==> config.mk <==
export PLATFORM = sky130hd
export DESIGN_NAME = sbox_equiv_sweeper
export DESIGN_NICKNAME = d
export VERILOG_FILES = /design/src/rtl/sbox_equiv_sweeper.sv
export SDC_FILE = /design/constraint.sdc
export NUM_CORES = 1
export LEC_CHECK = 0
export CAP_MARGIN = 15
export CORE_MARGIN = 2
export CORE_UTILIZATION = 49
export DETAILED_ROUTE_END_ITERATION = 16
export PLACE_DENSITY_LB_ADDON = 0.12
export SYNTH_ARGS = -nofsm -noshare
export SYNTH_HDL_FRONTEND = slang
export SYNTH_SLANG_ARGS = --single-unit
export TNS_END_PERCENT = 20
==> constraint.sdc <==
create_clock -name clk -period 3.13 [get_ports clk]
set_clock_uncertainty 0.2 [all_clocks]
set_input_delay 0.626 -clock clk [delete_from_list [all_inputs] [get_ports clk]]
set_output_delay 0.626 -clock clk [all_outputs]
set_load 0.05 [all_outputs]
==> src/rtl/sbox_equiv_sweeper.sv <==
// On-chip equivalence checker: drives a common stimulus into two S-box models,
// aligns their results with a tag pipeline, counts mismatches and latches the first.
module sbox_equiv_sweeper #(
    parameter int WIDTH   = 8,
    parameter int LATENCY = 0,
    parameter int ERRW    = 16
) (
    input  logic             clk,
    input  logic             rst,
    input  logic             start,
    input  logic             mode,
    input  logic [WIDTH-1:0] seed,
    input  logic [WIDTH:0]   num_vec,
    output logic [WIDTH-1:0] stim,
    input  logic [WIDTH-1:0] res_a,
    input  logic [WIDTH-1:0] res_b,
    output logic             busy,
    output logic             done,
    output logic             pass,
    output logic [ERRW-1:0]  err_count,
    output logic             fail_valid,
    output logic [WIDTH-1:0] fail_stim,
    output logic [WIDTH-1:0] fail_a,
    output logic [WIDTH-1:0] fail_b
);

    localparam logic [15:0] MASK_FULL = (WIDTH == 4) ? 16'h000C :
                                        (WIDTH == 8) ? 16'h00B8 : 16'hB400;
    localparam logic [WIDTH-1:0] MASK = MASK_FULL[WIDTH-1:0];

    typedef enum logic [1:0] {IDLE, DRIVE, DRAIN, DONE} state_t;

    state_t           state;
    state_t           state_nxt;
    logic             accept;
    logic             mode_r;
    logic [WIDTH:0]   left;
    logic [WIDTH:0]   total;
    logic [WIDTH-1:0] first;
    logic [WIDTH-1:0] stim_next;
    logic             vld_p0;
    logic             cmp_vld;
    logic [WIDTH-1:0] cmp_stim;
    logic             pipe_busy;

    // Right-shift Galois LFSR step; maximal-length masks never reach zero.
    function automatic logic [WIDTH-1:0] lfsr_next(input logic [WIDTH-1:0] s);
        logic [WIDTH-1:0] r;
        r = s >> 1;
        if (s[0])
            r = r ^ MASK;
        return r;
    endfunction

    function automatic logic [ERRW-1:0] sat_inc(input logic [ERRW-1:0] c);
        return (&c) ? c : c + ERRW'(1);
    endfunction

    assign accept    = start && (state == IDLE || state == DONE);
    assign total     = mode ? num_vec : {1'b1, {WIDTH{1'b0}}};
    assign first     = mode ? ((seed == '0) ? WIDTH'(1) : seed) : '0;
    assign stim_next = mode_r ? lfsr_next(stim) : stim + WIDTH'(1);

    assign busy = (state == DRIVE) || (state == DRAIN);
    assign done = (state == DONE);
    assign pass = done && (err_count == '0);

    always_ff @(posedge clk) begin
        if (rst)
            state <= IDLE;
        else
            state <= state_nxt;
    end

    always_comb begin
        state_nxt = state;
        case (state)
            IDLE, DONE: begin
                if (start)
                    state_nxt = (total == '0) ? DRAIN : DRIVE;
            end
            DRIVE: begin
                if (left == '0)
                    state_nxt = DRAIN;
            end
            DRAIN: begin
                if (!pipe_busy)
                    state_nxt = DONE;
            end
            default: state_nxt = IDLE;
        endcase
    end

    // Stage 0: vector issue. vld_p0 marks that stim carries a vector to be compared.
    always_ff @(posedge clk) begin
        if (rst) begin
            stim       <= '0;
            vld_p0     <= 1'b0;
            left       <= '0;
            mode_r     <= 1'b0;
            err_count  <= '0;
            fail_valid <= 1'b0;
            fail_stim  <= '0;
            fail_a     <= '0;
            fail_b     <= '0;
        end else if (accept) begin
            mode_r     <= mode;
            stim       <= first;
            vld_p0     <= (total != '0);
            left       <= total - (WIDTH+1)'(1);
            err_count  <= '0;
            fail_valid <= 1'b0;
            fail_stim  <= '0;
            fail_a     <= '0;
            fail_b     <= '0;
        end else begin
            if (state == DRIVE) begin
                if (left == '0) begin
                    vld_p0 <= 1'b0;
                end else begin
                    stim <= stim_next;
                    left <= left - (WIDTH+1)'(1);
                end
            end
            if (cmp_vld && (res_a != res_b)) begin
                err_count <= sat_inc(err_count);
                if (!fail_valid) begin
                    fail_valid <= 1'b1;
                    fail_stim  <= cmp_stim;
                    fail_a     <= res_a;
                    fail_b     <= res_b;
                end
            end
        end
    end

    // Stages 1..LATENCY: tag delay matching the models' pipeline depth.
    generate
        if (LATENCY == 0) begin : g_comb
            assign cmp_vld   = vld_p0;
            assign cmp_stim  = stim;
            assign pipe_busy = vld_p0;
        end else begin : g_pipe
            logic [LATENCY-1:0]            vld_pn;
            logic [LATENCY-1:0][WIDTH-1:0] tag_pn;

            always_ff @(posedge clk) begin
                if (rst)
                    vld_pn <= '0;
                else
                    vld_pn <= (vld_pn << 1) | LATENCY'(vld_p0);
            end

            always_ff @(posedge clk) begin
                tag_pn <= (tag_pn << WIDTH) | (LATENCY*WIDTH)'(stim);
            end

            assign cmp_vld   = vld_pn[LATENCY-1];
            assign cmp_stim  = tag_pn[LATENCY-1];
            assign pipe_busy = vld_p0 | (|vld_pn);
        end
    endgenerate

endmodule

==> results of run 1 <==
[worst max-delay path: stages, from the launching register on]
cell and delay, ps:
dfxtp_1 390, inv_1 60, ha_1 350, inv_1 90, clkdlybuf4s50_1 800
[power breakdown]
group          leakage [nW]  switching [mW]  total (mW)  internal, mW
registers             0.504           0.184        1.12         0.940
logic                  1.06            1.29        2.11         0.818
clock network         0.110           0.317       0.785         0.468
[final timing paths]
kind | end | from | cells past startpoint
worst min-delay path | fail_stim[3] | fail_stim[3] | 2
worst min register to register | fail_stim[3] | fail_stim[3] | 2
worst max register to register | left[8] | state[0] | 10
worst max-delay path | busy | state[0] | 4
[routing by layer]
layer  vias up  global-route usage  share of wire
met3         9              0.0502          0.064
met4         0              0.0629          0.010
met2       131               0.402           0.49
met1      1597               0.307           0.44
li1       1674                   -              -
met5         -                   0              0
[flip-flops by register name, summed over array words and instances (netlist names)]
register and count:
err_count 16, left 9, fail_a 8, fail_b 8
fail_stim 8, stim 8, state 2, cmp_vld 1
fail_valid 1, mode_r 1
[layout make-up]
cell class                 count  area, um^2  share of cell area
sequential                    62        1240               0.269
clock inverter                 4        70.1              0.0152
multi-input combinational    302        2000               0.434
clock buffer                  12         145              0.0315
tap                           80         100              0.0217
timing repair buffer         102         988               0.215
inverter                      17        63.8              0.0139
[cell families after synthesis]
group                    Yosys count
AO/OA/AOI/OAI                     96
XOR/XNOR                          16
adder cells (fa/ha/maj)            7
buffers and inverters             43
flip-flops                        62
multiplexers                      29
AND/OR/NAND/NOR                  154
[cell usage after synthesis (12+ instances only)]
cell / count
a21oi_1: 26
clkbuf_1: 17
dfxtp_1: 62
inv_1: 17
mux2i_1: 29
nand2_1: 23
nand3_1: 16
nand4_1: 12
nor2_1: 44
o21ai_0: 15
xor2_1: 12
[what timing repair did]
item | 4_1_cts | 5_1_grt
setup endpoints to repair | 0 | 1
hold buffers | 0 | 0
setup buffers | 0 | 0
hold endpoints to repair | 0 | 0
resized for setup | 0 | 1
==> summary.md, run 1 <==
| Metric | Value |
|---|---|
| Worst setup SP type | `flip-flop` |
| GRT Util Overall | `0.238` |
| Worst IR Drop VDD | `0.707 mV` |
| Setup ws final | `around 280 ps` |
| CTS max path bufs | `2` |
| Most frequent cells in the layout | `clkdlybuf4s50_1, dfxtp_1, nor2_1, mux2i_1, a21oi_1` |
| Final hold viol count | `0` |
| Run status | `finished clean` |
| Hold slack | `295 ps` |
| Final std cells w/o fill | `579` |
| Num ports | `89` |
| Post-synthesis compound-gate area fraction | `0.189` |
| Max H-tree Level | `3` |
| Synth Flop Type | `dfxtp_1` |
| Share of the synthesized area in the top cell type | `0.364` |
| Syn Inst Count | `407` |
| Fmax achieved | `0.351 GHz` |
| Die area | `7650 um^2` |
| DP Area | `4390 um^2` |
| Worst Path Max Fanout | `4` |
| # clock sinks | `62` |
| Antenna cells | `0` |
| WP data arrival | `around 2000 ps` |
| Slew Viols, Final | `0` |
| Final Util | `0.682` |
| GPL Wtd Cong | `0.872` |
| First-pass GRT wire length | `~14000 um` |
| Max-cap viol count | `0` |
| Commonest non-fill, non-tap cell in the layout | `clkdlybuf4s50_1` |
| I/O Buffers | `88` |
| Flop-to-flop setup slack | `340 ps` |
| Core area | `6760 um^2` |
| DPL Wire Length | `6540 um` |
| Leak | `~1.7 nW` |
| Drt wl/cell | `15.6 um` |
| Slew margin rel. | `0.345` |
| XOR/XNOR Fraction of Synth Area | `0.0411` |
| Die H | `87.4 um` |
| Main combinational cell family by area after synthesis | `simple AND/OR/NAND/NOR gates` |
| Pwr/cell area | `872 nW/um^2` |
| Root Buffer | `clkbuf_8` |
| #FFs+latches synth | `62` |
| DR vias/cell | `5.89` |
| Routed WL | `~9000 um` |
| Worst-skew pair later-pin latency | `roughly 340 ps` |
| Synth Area per Inst | `about 8.4 um^2` |
| DR vias | `3411` |
| Yosys cell types | `61` |
| Inst Count DP | `about 560` |
| Area leader, netlist | `dfxtp_1` |
| DIE WIDTH | `about 87 um` |
| Reg clk slew, reported paths | `around 70 ps` |
| Asr flop ratio synth | `0` |
| Initial Util | `0.505` |
| Setup CP Type | `reg2out` |
| DRC | `0` |
| Synth area leaders | `dfxtp_1, mux2i_1, nor2_1` |
| Syn nets | `between 400 and 500` |
| Vias in the first global route | `3102` |
| Total power | `4.02 mW` |
| Tcrit/Tclk final | `0.910` |
| CTS tree | `built` |
| Area of the mapped netlist | `3410 um^2` |
| Gr ovfl total | `0` |
| Syn-to-layout area delta | `35.0%` |
| Share of cells above drive strength 1 | `0.0762` |
| Pre-CTS setup slack | `134 ps` |
| Post-Synth Adder-Cell Area | `0.0257` |
| Total Nets Final | `538` |
| Num rows | `30` |
| Worst slew pin tran | `between 900 and 1000 ps` |
| Synth Area in Simple Gates | `0.242` |
| Largest net degree at the start of global routing | `25` |
| # fillers | `584` |
| Final instance area | `4610 um^2` |
| CP Capture Type | `output port` |
| Antenna violations before repair | `0` |
| TritonRoute pass-1 iters | `5` |
| Final setup viols | `0` |
| Mux contribution to synthesized area | `0.0851` |
| RSZ-0062 raised after global routing | `no` |
| Final TNS setup | `0 ps` |
| Iter 0 DRT Violations | `160` |
| Detail Route Antenna Nets | `0` |
| Post-synth EDFFs | `0` |
| CTS Buf Count | `9` |
| Worst EP required | `2300 ps` |
| Hold Crit Class | `reg2reg` |
| Register area share after synthesis | `0.364` |
| Syn. warnings | `0` |
| Min cycle time layout | `2850 ps` |
(Power assumes the default switching activity.)
==> inputs of run 2 (changes only) <==
--- a/config.mk
+++ b/config.mk
@@ -6,7 +6,7 @@
 export NUM_CORES = 1
 export LEC_CHECK = 0
 export CAP_MARGIN = 15
-export CORE_MARGIN = 2
+export CORE_MARGIN = 10
 export CORE_UTILIZATION = 49
 export DETAILED_ROUTE_END_ITERATION = 16
 export PLACE_DENSITY_LB_ADDON = 0.12
==> summary.md, run 2 (same netlist as run 1, synthesis figures left out) <==
| Metric | Value |
|---|---|
| Run status | `finished clean` |
| Vias in the first global route | `3332 (+7.4%)` |
| Largest net degree at the start of global routing | `25 (unchanged)` |
| Num ports | `89 (unchanged)` |
| Largest register FFs | `16 (unchanged)` |
| DPL Wire Length | `7320 um (+12%)` |
| Num rows | `30 (unchanged)` |
| Die H | `103 um (+18%)` |
| Inst Count DP | `580 (+3.0%)` |
| Routed WL | `9760 um (+8.1%)` |
| Final hold viol count | `0 (unchanged)` |
| Die area | `10700 um^2 (+40%)` |
| Leak | `1.68 nW (+0.27%)` |
| DR vias | `3417 (+0.18%)` |
| Detail Route Antenna Nets | `0 (unchanged)` |
| Max H-tree Level | `3 (unchanged)` |
| First-pass GRT wire length | `16100 um (+11%)` |
| Final instance area | `4630 um^2 (+0.60%)` |
| Worst IR Drop VDD | `0.613 mV (-13%)` |
| Most frequent cells in the layout | `clkdlybuf4s50_1, dfxtp_1, nor2_1, mux2i_1, a21oi_1` |
| Hold_buf cts | `0 (unchanged)` |
| DIE WIDTH | `103 um (+18%)` |
| Top Registers | `err_count: 16 flops, left: 9 flops` |
| DR vias/cell | `5.73 (-2.7%)` |
| CTS tree | `built` |
| Syn-to-layout area delta | `35.8%` |
| Tcrit/Tclk final | `0.929 (+0.0185)` |
| Min cycle time layout | `2910 ps (+58.0 ps)` |
| Slew margin rel. | `0.339 (-0.00604)` |
| Initial Util | `0.502 (-0.00279)` |
| Iter 0 DRT Violations | `118 (-26%)` |
| Commonest non-fill, non-tap cell in the layout | `clkdlybuf4s50_1` |
| Max-cap viol count | `0 (unchanged)` |
| Share of cells above drive strength 1 | `0.0780 (+0.00185)` |
| Worst slew pin tran | `989 ps (+9.04 ps)` |
| CTS Buf Count | `9 (unchanged)` |
| Worst setup SP type | `flip-flop` |
| Total Nets Final | `539 (+0.19%)` |
| Reg with most FFs | `err_count` |
| Drt wl/cell | `16.4 um (+5.0%)` |
| Final setup viols | `0 (unchanged)` |
| Final std cells w/o fill | `596 (+2.9%)` |
| Root Buffer | `clkbuf_8` |
| Antenna violations before repair | `0 (unchanged)` |
| TritonRoute pass-1 iters | `4 (-1)` |
| Core area | `6790 um^2 (+0.56%)` |
| Reg clk slew, reported paths | `70 ps (about the same)` |
| Gr ovfl total | `0 (unchanged)` |
| Final TNS setup | `0 ps (unchanged)` |
| # Post-CTS Setup Buffers | `0 (unchanged)` |
| Setup CP Type | `reg2out` |
| DP Area | `4420 um^2 (+0.63%)` |
| GPL Wtd Cong | `0.916 (+5.1%)` |
| Worst Path Max Fanout | `5 (+1)` |
| Slew Viols, Final | `0 (unchanged)` |
| RSZ-0062 raised after global routing | `no` |
| Hold Crit Class | `reg2reg` |
| # clock sinks | `62 (unchanged)` |
| DRC | `0 (unchanged)` |
| WP data arrival | `2080 ps (+60 ps)` |
| CTS max path bufs | `2 (unchanged)` |
| CP Capture Type | `output port` |
| Worst EP required | `2300 ps (about the same)` |
| I/O Buffers | `88 (unchanged)` |
| Worst-skew pair later-pin latency | `340 ps (about the same)` |
| Fmax achieved | `0.344 GHz (-2.0%)` |
| Antenna cells | `0 (unchanged)` |
| Pwr/cell area | `872 nW/um^2 (about the same)` |
| CTS-repair resized insts | `0 (unchanged)` |
| GRT Util Overall | `0.187 (-0.0509)` |
[run 2: cell types whose count changed in the layout (fill, tap and decap cells not counted), sizes merged]
cell,delta
buf,+1
[run 2: final timing paths]
| kind | start | endpoint | slack (ps) | cells after the start |
|---|---|---|---|---|
| worst max-delay path | state[0] | busy | 220 | 4 |
| worst min-delay path | left[6] | left[6] | 290 | 2 |
| worst max register to register | state[0] | left[8] | 410 | 10 |
| worst min register to register | left[6] | left[6] | 290 | 2 |
[run 2: worst max-delay path, cell delays in order (launching register included)]
cell and delay (ps):
dfxtp_1 390, inv_1 60, ha_1 370, inv_1 110, clkdlybuf4s50_1 810
[run 2: power breakdown]
| group | total [mW] | switching, mW | internal (mW) |
|---|---|---|---|
| logic | 2.14 | 1.31 | 0.829 |
| clock network | 0.785 | 0.317 | 0.468 |
| registers | 1.12 | 0.175 | 0.940 |
| total | 4.04 | 1.80 | 2.24 |
[run 2: cell type report]
type,count,area [um^2]
Inverter,17,63.8
Clock inverter,4,70.1
Fill cell,611,2160
Tap cell,96,120
Timing Repair Buffer,103,996
Sequential cell,62,1240
Clock buffer,12,145
Multi-Input combinational cell,302,2000
[run 2: metal layers]
layer	vias to the layer above	GRT usage	wire, um
li1	1684	-	-
met1	1602	0.227	4150
met2	119	0.308	4720
met3	12	0.0505	743
met4	0	0.0695	148
met5	-	0	0
[run 2: metrics by stage]
stage	setup slack, ps	power (mW)	util	hold WS, ps
2_1_floorplan	502	2.62	-	255
3_3_place_gp	244	3.23	0.650	270
6_report	224	4.04	0.682	295
5_1_grt	152	4.30	0.682	318
4_1_cts	32.7	4.04	0.682	296
3_5_place_dp	193	3.25	0.650	281
